==> config.mk <==
export PLATFORM = sky130hd
export DESIGN_NAME = simplex_resp_xbar
export DESIGN_NICKNAME = d
export VERILOG_FILES = /design/src/rtl/simplex_resp_xbar.sv
export SDC_FILE = /design/constraint.sdc
export NUM_CORES = 1
export LEC_CHECK = 0
export CORE_UTILIZATION = 55
export DETAILED_ROUTE_END_ITERATION = 16
export PLACE_DENSITY = 0.82
export SETUP_SLACK_MARGIN = 0.5
export SLEW_MARGIN = 20
export SYNTH_ARGS = -nofsm -noshare
export SYNTH_HDL_FRONTEND = slang
export SYNTH_SLANG_ARGS = --single-unit
==> constraint.sdc <==
create_clock -name clk_i -period 4.6 [get_ports clk_i]
set_input_delay 0.46 -clock clk_i [delete_from_list [all_inputs] [get_ports clk_i]]
set_output_delay 0.46 -clock clk_i [all_outputs]
set_load 0.05 [all_outputs]
==> src/rtl/simplex_resp_xbar.sv <==
// simplex_resp_xbar: return-path crossbar. Each target pushes a response tagged
// with its destination initiator into its own FIFO. Each initiator runs a
// round-robin arbiter, with a grant lock, over the FIFO heads that address it.
//
// Ports:
//   clk_i, rst_ni        clock, asynchronous active-low reset
//   resp_valid_i/ready_o target-side handshake (ready = FIFO not full, state only)
//   resp_ini_addr_i      destination initiator index per target
//   resp_data_i          response payload per target
//   resp_valid_o/ready_i initiator-side handshake
//   resp_tgt_addr_o      index of the target that sourced the delivered response
//   resp_data_o          delivered payload
//   drop_o               one-cycle pulse: pushed response had an out-of-range index
//
// Handshake rule (both sides): a transfer happens on a rising clock edge where
// valid and ready are both high. Once the crossbar raises resp_valid_o it keeps
// valid, tgt_addr and data stable until that transfer takes place.
module simplex_resp_xbar #(
  parameter int unsigned NumIn     = 4,
  parameter int unsigned NumOut    = 4,
  parameter int unsigned DataWidth = 32,
  parameter int unsigned FifoDepth = 2,
  parameter int unsigned NumInLog  = (NumIn == 1) ? 1 : $clog2(NumIn),
  parameter int unsigned NumOutLog = (NumOut == 1) ? 1 : $clog2(NumOut)
) (
  input  logic                                clk_i,
  input  logic                                rst_ni,
  input  logic [NumOut-1:0]                   resp_valid_i,
  output logic [NumOut-1:0]                   resp_ready_o,
  input  logic [NumOut-1:0][NumInLog-1:0]     resp_ini_addr_i,
  input  logic [NumOut-1:0][DataWidth-1:0]    resp_data_i,
  output logic [NumIn-1:0]                    resp_valid_o,
  input  logic [NumIn-1:0]                    resp_ready_i,
  output logic [NumIn-1:0][NumOutLog-1:0]     resp_tgt_addr_o,
  output logic [NumIn-1:0][DataWidth-1:0]     resp_data_o,
  output logic [NumOut-1:0]                   drop_o
);

  localparam int unsigned PtrW = (FifoDepth == 1) ? 1 : $clog2(FifoDepth);
  localparam int unsigned CntW = $clog2(FifoDepth + 1);
  // One extra bit so the range check is meaningful for every NumIn.
  localparam logic [NumInLog:0] NumInLimit = (NumInLog + 1)'(NumIn);

  if (NumIn == 0 || NumOut == 0 || FifoDepth == 0 ||
      (FifoDepth & (FifoDepth - 1)) != 0) begin : g_param_fatal
    $fatal(1, "simplex_resp_xbar: illegal NumIn/NumOut/FifoDepth");
  end

  // FIFO state
  logic [NumOut-1:0][FifoDepth-1:0][NumInLog-1:0]  ini_mem_q, ini_mem_d;
  logic [NumOut-1:0][FifoDepth-1:0][DataWidth-1:0] data_mem_q, data_mem_d;
  logic [NumOut-1:0][PtrW-1:0]                     wr_ptr_q, wr_ptr_d;
  logic [NumOut-1:0][PtrW-1:0]                     rd_ptr_q, rd_ptr_d;
  logic [NumOut-1:0][CntW-1:0]                     cnt_q, cnt_d;
  logic [NumOut-1:0]                               drop_q, drop_d;

  // Arbiter state
  logic [NumIn-1:0][NumOutLog-1:0] rr_ptr_q, rr_ptr_d;
  logic [NumIn-1:0]                lock_q, lock_d;
  logic [NumIn-1:0][NumOutLog-1:0] lock_idx_q, lock_idx_d;

  logic [NumOut-1:0]                fifo_empty, fifo_full;
  logic [NumOut-1:0][NumInLog-1:0]  head_ini;
  logic [NumOut-1:0][DataWidth-1:0] head_data;
  logic [NumIn-1:0][NumOut-1:0]     req;
  logic [NumIn-1:0][NumOutLog-1:0]  gnt_idx;
  logic [NumIn-1:0]                 hs;
  logic [NumOut-1:0]                pop, push, in_range, store;

  function automatic logic [PtrW-1:0] ptr_inc(input logic [PtrW-1:0] p);
    return (p == PtrW'(FifoDepth - 1)) ? '0 : p + PtrW'(1);
  endfunction

  always_comb begin
    for (int k = 0; k < NumOut; k++) begin
      fifo_empty[k] = (cnt_q[k] == '0);
      fifo_full[k]  = (cnt_q[k] == CntW'(FifoDepth));
      head_ini[k]   = ini_mem_q[k][rd_ptr_q[k]];
      head_data[k]  = data_mem_q[k][rd_ptr_q[k]];
    end
  end

  assign resp_ready_o = ~fifo_full;
  assign drop_o       = drop_q;

  // Per-initiator round-robin with grant lock.
  always_comb begin
    int unsigned idx;
    idx             = 0;
    req             = '0;
    gnt_idx         = '0;
    hs              = '0;
    pop             = '0;
    resp_valid_o    = '0;
    resp_tgt_addr_o = '0;
    resp_data_o     = '0;
    rr_ptr_d        = rr_ptr_q;
    lock_d          = lock_q;
    lock_idx_d      = lock_idx_q;
    for (int j = 0; j < NumIn; j++) begin
      for (int k = 0; k < NumOut; k++) begin
        req[j][k] = !fifo_empty[k] && (int'(head_ini[k]) == j);
      end
      if (lock_q[j]) begin
        // The locked head cannot leave its FIFO until this initiator takes it.
        resp_valid_o[j] = 1'b1;
        gnt_idx[j]      = lock_idx_q[j];
      end else begin
        // Scan farthest-to-nearest from rr_ptr so the nearest requester wins.
        for (int o = NumOut - 1; o >= 0; o--) begin
          idx = (int'(rr_ptr_q[j]) + o) % NumOut;
          if (req[j][idx]) begin
            resp_valid_o[j] = 1'b1;
            gnt_idx[j]      = NumOutLog'(idx);
          end
        end
      end
      resp_tgt_addr_o[j] = gnt_idx[j];
      resp_data_o[j]     = head_data[gnt_idx[j]];
      hs[j]              = resp_valid_o[j] && resp_ready_i[j];
      if (hs[j]) begin
        pop[gnt_idx[j]] = 1'b1;
        rr_ptr_d[j]     = NumOutLog'((int'(gnt_idx[j]) + 1) % NumOut);
        lock_d[j]       = 1'b0;
      end else if (resp_valid_o[j]) begin
        lock_d[j]     = 1'b1;
        lock_idx_d[j] = gnt_idx[j];
      end
    end
  end

  // Target FIFOs. A full FIFO refuses the push even when it pops this cycle.
  always_comb begin
    ini_mem_d  = ini_mem_q;
    data_mem_d = data_mem_q;
    wr_ptr_d   = wr_ptr_q;
    rd_ptr_d   = rd_ptr_q;
    cnt_d      = cnt_q;
    drop_d     = '0;
    push       = '0;
    in_range   = '0;
    store      = '0;
    for (int k = 0; k < NumOut; k++) begin
      push[k]     = resp_valid_i[k] && !fifo_full[k];
      in_range[k] = ({1'b0, resp_ini_addr_i[k]} < NumInLimit);
      store[k]    = push[k] && in_range[k];
      drop_d[k]   = push[k] && !in_range[k];
      if (store[k]) begin
        ini_mem_d[k][wr_ptr_q[k]]  = resp_ini_addr_i[k];
        data_mem_d[k][wr_ptr_q[k]] = resp_data_i[k];
        wr_ptr_d[k]                = ptr_inc(wr_ptr_q[k]);
      end
      if (pop[k]) begin
        rd_ptr_d[k] = ptr_inc(rd_ptr_q[k]);
      end
      case ({store[k], pop[k]})
        2'b10:   cnt_d[k] = cnt_q[k] + CntW'(1);
        2'b01:   cnt_d[k] = cnt_q[k] - CntW'(1);
        default: cnt_d[k] = cnt_q[k];
      endcase
    end
  end

  always_ff @(posedge clk_i or negedge rst_ni) begin
    if (!rst_ni) begin
      ini_mem_q  <= '0;
      data_mem_q <= '0;
      wr_ptr_q   <= '0;
      rd_ptr_q   <= '0;
      cnt_q      <= '0;
      drop_q     <= '0;
      rr_ptr_q   <= '0;
      lock_q     <= '0;
      lock_idx_q <= '0;
    end else begin
      ini_mem_q  <= ini_mem_d;
      data_mem_q <= data_mem_d;
      wr_ptr_q   <= wr_ptr_d;
      rd_ptr_q   <= rd_ptr_d;
      cnt_q      <= cnt_d;
      drop_q     <= drop_d;
      rr_ptr_q   <= rr_ptr_d;
      lock_q     <= lock_d;
      lock_idx_q <= lock_idx_d;
    end
  end

`ifndef SYNTHESIS
  // A stalled output must hold valid, source index and payload until taken.
  for (genvar j = 0; j < NumIn; j++) begin : g_lock_chk
    a_lock_stable: assert property (@(posedge clk_i) disable iff (!rst_ni)
      (resp_valid_o[j] && !resp_ready_i[j]) |=>
        (resp_valid_o[j] && $stable(resp_tgt_addr_o[j]) && $stable(resp_data_o[j])));
  end
`endif

endmodule

==> results of run 1 <==
-- sequential cells by signal (all words and copies together) (netlist names) --
| name | count |
|---|---|
| lock_q | 4 |
| data_mem_q | 256 |
| ini_mem_q | 16 |
| lock_idx_q | 8 |
| rr_ptr_q | 8 |
| rd_ptr_q | 4 |
| wr_ptr_q | 4 |
| cnt_q | 8 |
-- cell families (layout without fill, tap and decap cells) --
group	Yosys count	after routing
muxes	615	615
other	1	8
and+or+nand+nor	249	251
AOI/OAI and AO/OA	278	278
adders and majority gates	8	8
DFF	308	308
xor gates and xnor gates	22	22
buffers and inverters	129	423
-- worst reg2reg max path: stages (launching register included) --
cell	delay (ps)
dfrtp_4	440
buf_6	320
mux2i_1	220
nor3_1	340
o21ai_0	140
a221oi_1	320
mux2_4	320
clkinvlp_4	200
buf_4	220
ha_1	190
nand2_1	100
nand4_1	240
ha_1	410
nor2_1	140
xor2_1	160
-- final cells by class --
class                           instances  area [sq um]  share of cell area (%)
Multi-Input combinational cell       1178          9976                   41.08
Sequential cell                       308          7717                   31.78
Timing Repair Buffer                  349          4802                   19.78
Clock buffer                           47         970.9                   3.999
Tap cell                              435         544.3                   2.241
Clock inverter                         13         203.9                  0.8399
Inverter                               14         57.56                  0.2370
Antenna cell                            4         10.01                 0.04122
-- cell usage in the layout (no fill, tap or decap), drive strengths merged, types with 16 or more instances in the layout --
cell           synthesis  routed
o211ai                67      67
clkbuf                81      47
mux2i                201     201
o22ai                 34      34
dfrtp                308     308
xnor2                 16      16
nor2                  90      92
o21ai                139     139
nand2                 88      88
buf                   34     191
clkdlybuf4s50          0     156
mux2                 414     414
-- synthesized netlist by cell type (all sizes together) (2+ instances only) --
cell type / number / share of area [%]
and2: 2 / 0.069
buf: 34 / 1.1
nand4: 5 / 0.17
inv: 14 / 0.29
ha: 8 / 0.55
nand2: 88 / 1.8
xnor2: 16 / 0.78
nand3: 15 / 0.42
a31oi: 4 / 0.14
nor3: 11 / 0.30
dfrtp: 308 / 43
o211ai: 67 / 2.8
a2111oi: 2 / 0.30
nand2b: 5 / 0.17
nor2: 90 / 1.9
o21bai: 2 / 0.083
xor2: 6 / 0.29
mux2: 414 / 26
o21a: 2 / 0.083
o22ai: 34 / 1.2
a221oi: 2 / 0.097
nor3b: 3 / 0.12
clkbuf: 81 / 1.7
nor2b: 3 / 0.10
o21ai: 139 / 3.9
mux2i: 201 / 11
a21oi: 9 / 0.25
or3: 4 / 0.17
nor4: 12 / 0.42
or2: 6 / 0.21
o31ai: 4 / 0.17
-- routing by layer --
layer | part of all wire [%] | global-route usage (%)
met5 | 0.044 | 0
met4 | 4.0 | 14.33
met1 | 41 | 47.95
met3 | 8.3 | 7.149
met2 | 47 | 58.87
-- metrics by stage --
step / instance area, sq um / std cells / util, % / hold WS, ps / setup slack, ps
global route: 24280 / 2346 / 75.96 / 103.7 / 500.6
global placement: 22750 / 2262 / 71.16 / 481.3 / 484.9
CTS: 24160 / 2341 / 75.60 / 82.99 / 506.4
finish: 24280 / 2348 / 75.97 / 7.195 / 536.4
detailed placement: 22750 / 2262 / 71.16 / 486.8 / 439.2
floorplan: 18080 / 1613 / - / 164.4 / 383.7
-- worst max-delay path by stage --
stage                       endpoint  cells past startpoint
finish               resp_data_o[31]                      9
global route        resp_data_o[114]                     10
CTS                  resp_data_o[23]                     11
detailed placement   resp_data_o[89]                      9
global placement     resp_data_o[89]                      9
floorplan            resp_data_o[22]                      9
-- what timing repair did --
| item | CTS | global route |
|---|---|---|
| buffers inserted | 17 | 2 |
| setup endpoints to repair | 132 | 89 |
| gates resized for setup | 25 | 14 |
| cloned | 2 | 0 |
| pin swaps | 5 | 2 |
==> reports/metrics.yaml, run 1 <==
run_status:
  status: "completed"
synth:
  synth_edf_count: 0
  ys_types: 56
  ys_seq_area_share_pct: 42.67
  synth_top_family_by_area: "multiplexers"
  synth_warnings: 0
  synth_compound_area_share_pct: 9.593
  muxShareOfSynthArea_pct: 36.94
  avgSynthCellArea_sq_um: 11.22
  ys_async_sr_fraction_pct: 100.0
  synthSimpleGateAreaFrac_pct: 6.102
  synth_fa_ha_area_share_pct: 0.5541
  netlist_area_sq_um: 18060
  netlist_instances: 1610
  ys_ff_latch: 308
  synth-xor-area-share_pct: 1.067
  ys.flop_type: "dfrtp_1"
setup_path:
  path_cells: "buf_4 -> mux2i_1 -> nand3_1 -> or3_1 -> o221ai_2 -> nor2_4 -> buf_12 -> o21ai_0 -> buf_12"
  required_ps: 4140
  worst_path_max_delay_cell: "dfrtp_4"
  critPathCaptureType: "primary output"
  crit_fanout: 39
  cp_data_arrival_time_ps: 3600
  crit_buf_inv: 3
  r2r_end: "cnt_q[1]$_DFFE_PN0P_"
  cp-startpoint: "rd_ptr_q[2]$_DFFE_PN0N_"
  cpPeakStageDelay_ps: 500
  rr_worst_depth: 14
  crit_type: "reg2out"
  rrSetupSlack_ps: 780
  cp_top_family: "simple AND/OR/NAND/NOR gates"
  critPathLaunchType: "register"
  timing.rr.start: "rd_ptr_q[3]$_DFFE_PN0N_"
  crit_top_cell: "buf_12"
sta:
  hold_viol_final: 0
  rsz0062_at_grt: "no"
  min_period_ps: 4064
  tightest_slew_ps: 1096
  setup_viol: 0
  finalCritPeriodShare_pct: 88.34
  clock_skew_ps: 33.55
  slew_violations: 0
  relSlewSlack_pct: 26.78
  fin_tns_setup_ps: 0
  fmax_ghz: 0.2461
floorplanning:
  fp.coreArea_sq_um: 31960
  fp.dieW_microns: 183.2
  dieArea_sq_um: 33570
  num_rows: 65
  io-pin-count: 294
  die_h_microns: 183.2
  initial_utilization_pct: 56.52
global_route:
  grt_remaining_overflow: 0
  grt_pass1_vias: 15483
  antenna_found_initial: 6
  grt_pass1_wl_microns: 91970
  track_usage_pct: 36.32
  grt_max_degree: 120
min_path:
  hp-class: "in2async"
cts:
  cts-root-buf: "clkbuf_16"
  clock_path_buffers: 3
  cts_hold_buf: 0
  h-tree-depth: 2
  clkTransAtPathRegs_ps: 60
  cts_num_sinks: 308
  cts_tree: "yes"
  insertion_delay_ps: 530
  cts_made_buffers: 35
placed_design:
  post-dp-hpwl_microns: 41390
  portBuffers: 289
  place_congestion: 0.9402
finish:
  drive_gt1_share_pct: 36.93
  finalNetCount: 2040
  fillers: 2107
  area_growth_syn_to_layout_pct: 34.42
detailed_routing:
  wl_per_cell_microns: 25.90
  totalWireLength_microns: 60800
  drt-vias-per-instance: 6.335
  drtIter0Drc: 1017
  drtPass1Iterations: 7
  drc: 0
  antenna_left: 0
  dr_total_vias: 14874
job:
  cap_violations: 0
Power of run 1 is not shown: default switching activity piles up to over one toggle a cycle in this logic, so the estimate is an artifact.
==> run 2, diff against run 1 <==
SETUP_SLACK_MARGIN = unset   (was 0.5)
==> reports/metrics.yaml, run 2 (synthesized netlist as in run 1, its figures left out) <==
detailed_routing:
  wl_per_cell_microns: 25.90
  totalWireLength_microns: 60430
  dr_total_vias: 14813
  drc: 0
  drtIter0Drc: 1002
  drtPass1Iterations: 5
  drt-vias-per-instance: 6.349
  antenna_left: 0
finish:
  finalNetCount: 2024
  fillers: 2137
  largest_reg_flops: 256
  regMostFlops: "data_mem_q"
  reg_top3: "data_mem_q (256), ini_mem_q (16)"
  instances_no_fill: 2333
  mostFrequentLayoutCell: "mux2_2"
  drive_gt1_share_pct: 35.82
  seqCellArea_sq_um: 7717
  fin_util_pct: 75.15
  area_growth_syn_to_layout_pct: 32.95
  multi_input_area_sq_um: 9910
  mostFrequentLayoutCells: "mux2_2, dfrtp_1, mux2i_1"
sta:
  relSlewSlack_pct: 26.89
  clock_skew_ps: 32.98
  timing.hold.ws_ps: 30.83
  tightest_slew_ps: 1094
  min_period_ps: 4502
  hold_viol_final: 0
  setup_viol: 0
  fin_tns_setup_ps: 0
  rsz0062_at_grt: "no"
  finalCritPeriodShare_pct: 97.86
  slew_violations: 0
  fmax_ghz: 0.2221
placed_design:
  place_congestion: 0.9402
  portBuffers: 289
  dp_cells: 2262
  post-dp-hpwl_microns: 41390
floorplanning:
  dieArea_sq_um: 33570
  fp.coreArea_sq_um: 31960
  fp.dieW_microns: 183.2
  die_h_microns: 183.2
  num_rows: 65
  initial_utilization_pct: 56.52
  io-pin-count: 294
cts:
  insertion_delay_ps: 520
  clock_path_buffers: 3
  cts_num_sinks: 308
  cts_tree: "yes"
  cts-root-buf: "clkbuf_16"
  cts_made_buffers: 35
  clkTransAtPathRegs_ps: 60
  h-tree-depth: 2
global_route:
  track_usage_pct: 35.93
  grt_max_degree: 120
  grt_pass1_vias: 15295
  antenna_found_initial: 6
  grt_pass1_wl_microns: 91290
  grt_remaining_overflow: 0
setup_path:
  critPathCaptureType: "primary output"
  rrSetupSlack_ps: 580
  crit_type: "reg2out"
  timing.rr.start: "rd_ptr_q[3]$_DFFE_PN0N_"
  critPathLaunchType: "register"
  endpoint: "resp_data_o[14]"
  required_ps: 4140
  r2r_end: "cnt_q[1]$_DFFE_PN0P_"
  crit_fanout: 16
  cp_data_arrival_time_ps: 4040
  rr_worst_depth: 13
  cp-startpoint: "rd_ptr_q[1]$_DFFE_PN0N_"
run_status:
  status: "completed"
job:
  cap_violations: 0
min_path:
  hp-class: "in2async"
run 2: area by class of cell:
class	instances	area share, %
flip-flops and latches	308	32.13
repair buffers	333	19.17
inverters	14	0.2344
multi-input cells	1178	41.26
well taps	435	2.266
diodes	5	0.05209
clock inverters	13	0.8491
clock buffers	47	4.043
run 2: worst min-delay path by stage:
stage | startpoint | slack [ps] | end | cells after the start
2_1_floorplan | rst_ni | 160 | cnt_q[0]$_DFFE_PN0P_ | 0
3_3_place_gp | data_mem_q[116]$_DFFE_PN0P_ | 480 | data_mem_q[116]$_DFFE_PN0P_ | 1
3_5_place_dp | data_mem_q[185]$_DFFE_PN0P_ | 490 | data_mem_q[185]$_DFFE_PN0P_ | 1
4_1_cts | rst_ni | 80 | data_mem_q[59]$_DFFE_PN0P_ | 1
5_1_grt | rst_ni | 110 | data_mem_q[27]$_DFFE_PN0P_ | 1
6_report | rst_ni | 30 | data_mem_q[88]$_DFFE_PN0P_ | 1
run 2: through the flow:
step | setup slack, ps | area (sq um)
finish | 98.47 | 24020
global route | 20.54 | 24010
CTS | 22.48 | 23940
detailed placement | 439.2 | 22750
global placement | 484.9 | 22750
floorplan | 383.7 | 18080
run 2: what timing repair did:
item	in CTS	in global routing
buffers inserted	2	1
pin swaps	3	1
hold buffers	0	0
endpoints found under the setup margin	12	39
gates resized for setup	0	6
gates cloned	1	1
run 2: routing by layer:
layer	global-route usage [%]	vias up	wire, microns
li1	-	6434	-
met1	47.65	7415	24420
met2	58.74	812	28550
met3	6.632	152	5192
met4	13.33	0	2256
met5	0	-	0
run 2: critical path: stages, from the launching register on:
cell	delay, ps
dfrtp_2	560
mux2_2	420
nor3_1	410
or3_1	180
o221ai_1	390
nor2_2	900
o21ai_0	420
buf_12	260
Power of run 2 is left out for the same reason.
==> run 3, diff against run 2 <==
CAP_MARGIN = 20   (was unset)
CTS_CLUSTER_DIAMETER = 50   (was unset)
DONT_BUFFER_PORTS = 1   (was unset)
PLACE_DENSITY = 0.7   (was 0.82)
==> reports/metrics.yaml, run 3 (synthesized netlist as in run 1, its figures left out) <==
cts:
  insertion_delay_ps: 530
  clock_path_buffers: 3
  clkTransAtPathRegs_ps: 60
  h-tree-depth: 2
  cts_made_buffers: 37
  cts-root-buf: "clkbuf_16"
  cts_tree: "yes"
  cts_num_sinks: 308
finish:
  area_growth_syn_to_layout_pct: 19.08
  fillers: 2427
  largest_reg_flops: 256
  finalNetCount: 1856
  regMostFlops: "data_mem_q"
  multi_input_area_sq_um: 9905
  instances_no_fill: 2167
  seqCellArea_sq_um: 7715
  drive_gt1_share_pct: 38.96
  mostFrequentLayoutCells: "mux2_2, dfrtp_1, mux2i_1"
  mostFrequentLayoutCell: "mux2_2"
  design_area_sq_um: 21510
  reg_top3: "data_mem_q (256), ini_mem_q (16)"
detailed_routing:
  totalWireLength_microns: 55010
  wl_per_cell_microns: 25.39
  drt-vias-per-instance: 6.401
  drtPass1Iterations: 5
  drtIter0Drc: 1260
  dr_total_vias: 13871
  antenna_left: 0
  drc: 0
job:
  cap_violations: 0
sta:
  finalCritPeriodShare_pct: 94.18
  clock_skew_ps: 35.44
  min_period_ps: 4332
  rsz0062_at_grt: "no"
  tightest_slew_ps: 945.4
  relSlewSlack_pct: 36.82
  fin_tns_setup_ps: 0
  hold_viol_final: 308
  slew_violations: 0
  setup_viol: 0
  timing.hold.ws_ps: -346.5
  fmax_ghz: 0.2308
placed_design:
  placedInstanceArea_sq_um: 20270
  place_congestion: 0.9320
  dp_cells: 2098
  portBuffers: 0
  post-dp-hpwl_microns: 37570
setup_path:
  cp-startpoint: "rd_ptr_q[3]$_DFFE_PN0N_"
  cp_data_arrival_time_ps: 3870
  critPathLaunchType: "register"
  rr_worst_depth: 13
  required_ps: 4140
  rrSetupSlack_ps: 700
  crit_type: "reg2out"
  crit_fanout: 36
  timing.rr.start: "rd_ptr_q[3]$_DFFE_PN0N_"
  critPathCaptureType: "primary output"
  r2r_end: "cnt_q[5]$_DFFE_PN0P_"
global_route:
  grt_pass1_vias: 14056
  antenna_found_initial: 2
  grt_remaining_overflow: 0
  grt_pass1_wl_microns: 83080
  track_usage_pct: 32.59
  grt_max_degree: 309
floorplanning:
  fp.coreArea_sq_um: 31960
  num_rows: 65
  dieArea_sq_um: 33570
  io-pin-count: 294
  die_h_microns: 183.2
  initial_utilization_pct: 56.52
  fp.dieW_microns: 183.2
run_status:
  status: "finished with violations"
  violations: "negative hold slack"
min_path:
  hp-class: "in2async"
## run 3: changes by cell type in the layout (fill, tap and decap cells not counted), moves of 2 or more
cell,change
buf_12,-69
buf_4,+62
bufinv_16,-3
clkbuf_16,+4
clkdlybuf4s50_1,-158
clkinv_2,+5
clkinv_4,+2
clkinvlp_4,-3
diode_2,-3
nor2_2,-2
o21ai_0,-61
o21ai_1,+61
## run 3: stage by stage
step	setup slack (ps)	hold slack [ps]	utilization, %
after floorplan	383.7	164.4	-
after global placement	906.9	174.2	63.41
after detailed placement	805.6	174.0	63.41
after CTS	248.5	-371.2	67.28
after global routing	129.1	-366.5	67.29
final	267.9	-346.5	67.30
## run 3: cell type report
| class | instances | share of cell area [%] |
|---|---|---|
| Antenna cell | 2 | 0.02327 |
| Clock buffer | 51 | 5.025 |
| Clock inverter | 16 | 0.7154 |
| Inverter | 14 | 0.2617 |
| Multi-Input combinational cell | 1176 | 46.04 |
| Sequential cell | 308 | 35.86 |
| Tap cell | 435 | 2.530 |
| Timing Repair Buffer | 165 | 9.539 |
## run 3: worst max path at each step
stage,end,slack (ps),cells past startpoint
3_3_place_gp,resp_data_o[55],910,8
4_1_cts,resp_data_o[120],250,10
2_1_floorplan,resp_data_o[22],380,9
3_5_place_dp,resp_data_o[120],810,10
5_1_grt,resp_data_o[20],130,10
6_report,resp_data_o[55],270,8
## run 3: metal layers
metal  vias to the layer above  GRT usage [%]  part of all wire [%]
met1                      6982          43.31                    41
met2                       665          50.97                    46
met5                         -              0                 0.025
met4                         2          11.73                   3.1
li1                       6103              -                     -
met3                       119          9.015                   9.6
## run 3: what timing repair did
action	CTS	global route
hold endpoints to repair	308	308
setup endpoints to repair	0	8
resized for setup	0	1
setup buffers	0	0
## run 3: critical path, stage by stage (launching register included)
cell	delay (ps)
dfrtp_4	560
mux2i_1	520
a31o_2	290
a311oi_1	60
or4_2	720
buf_4	390
mux2i_1	200
o21ai_1	390
buf_12	200
Power of run 3 is left out for the same reason.
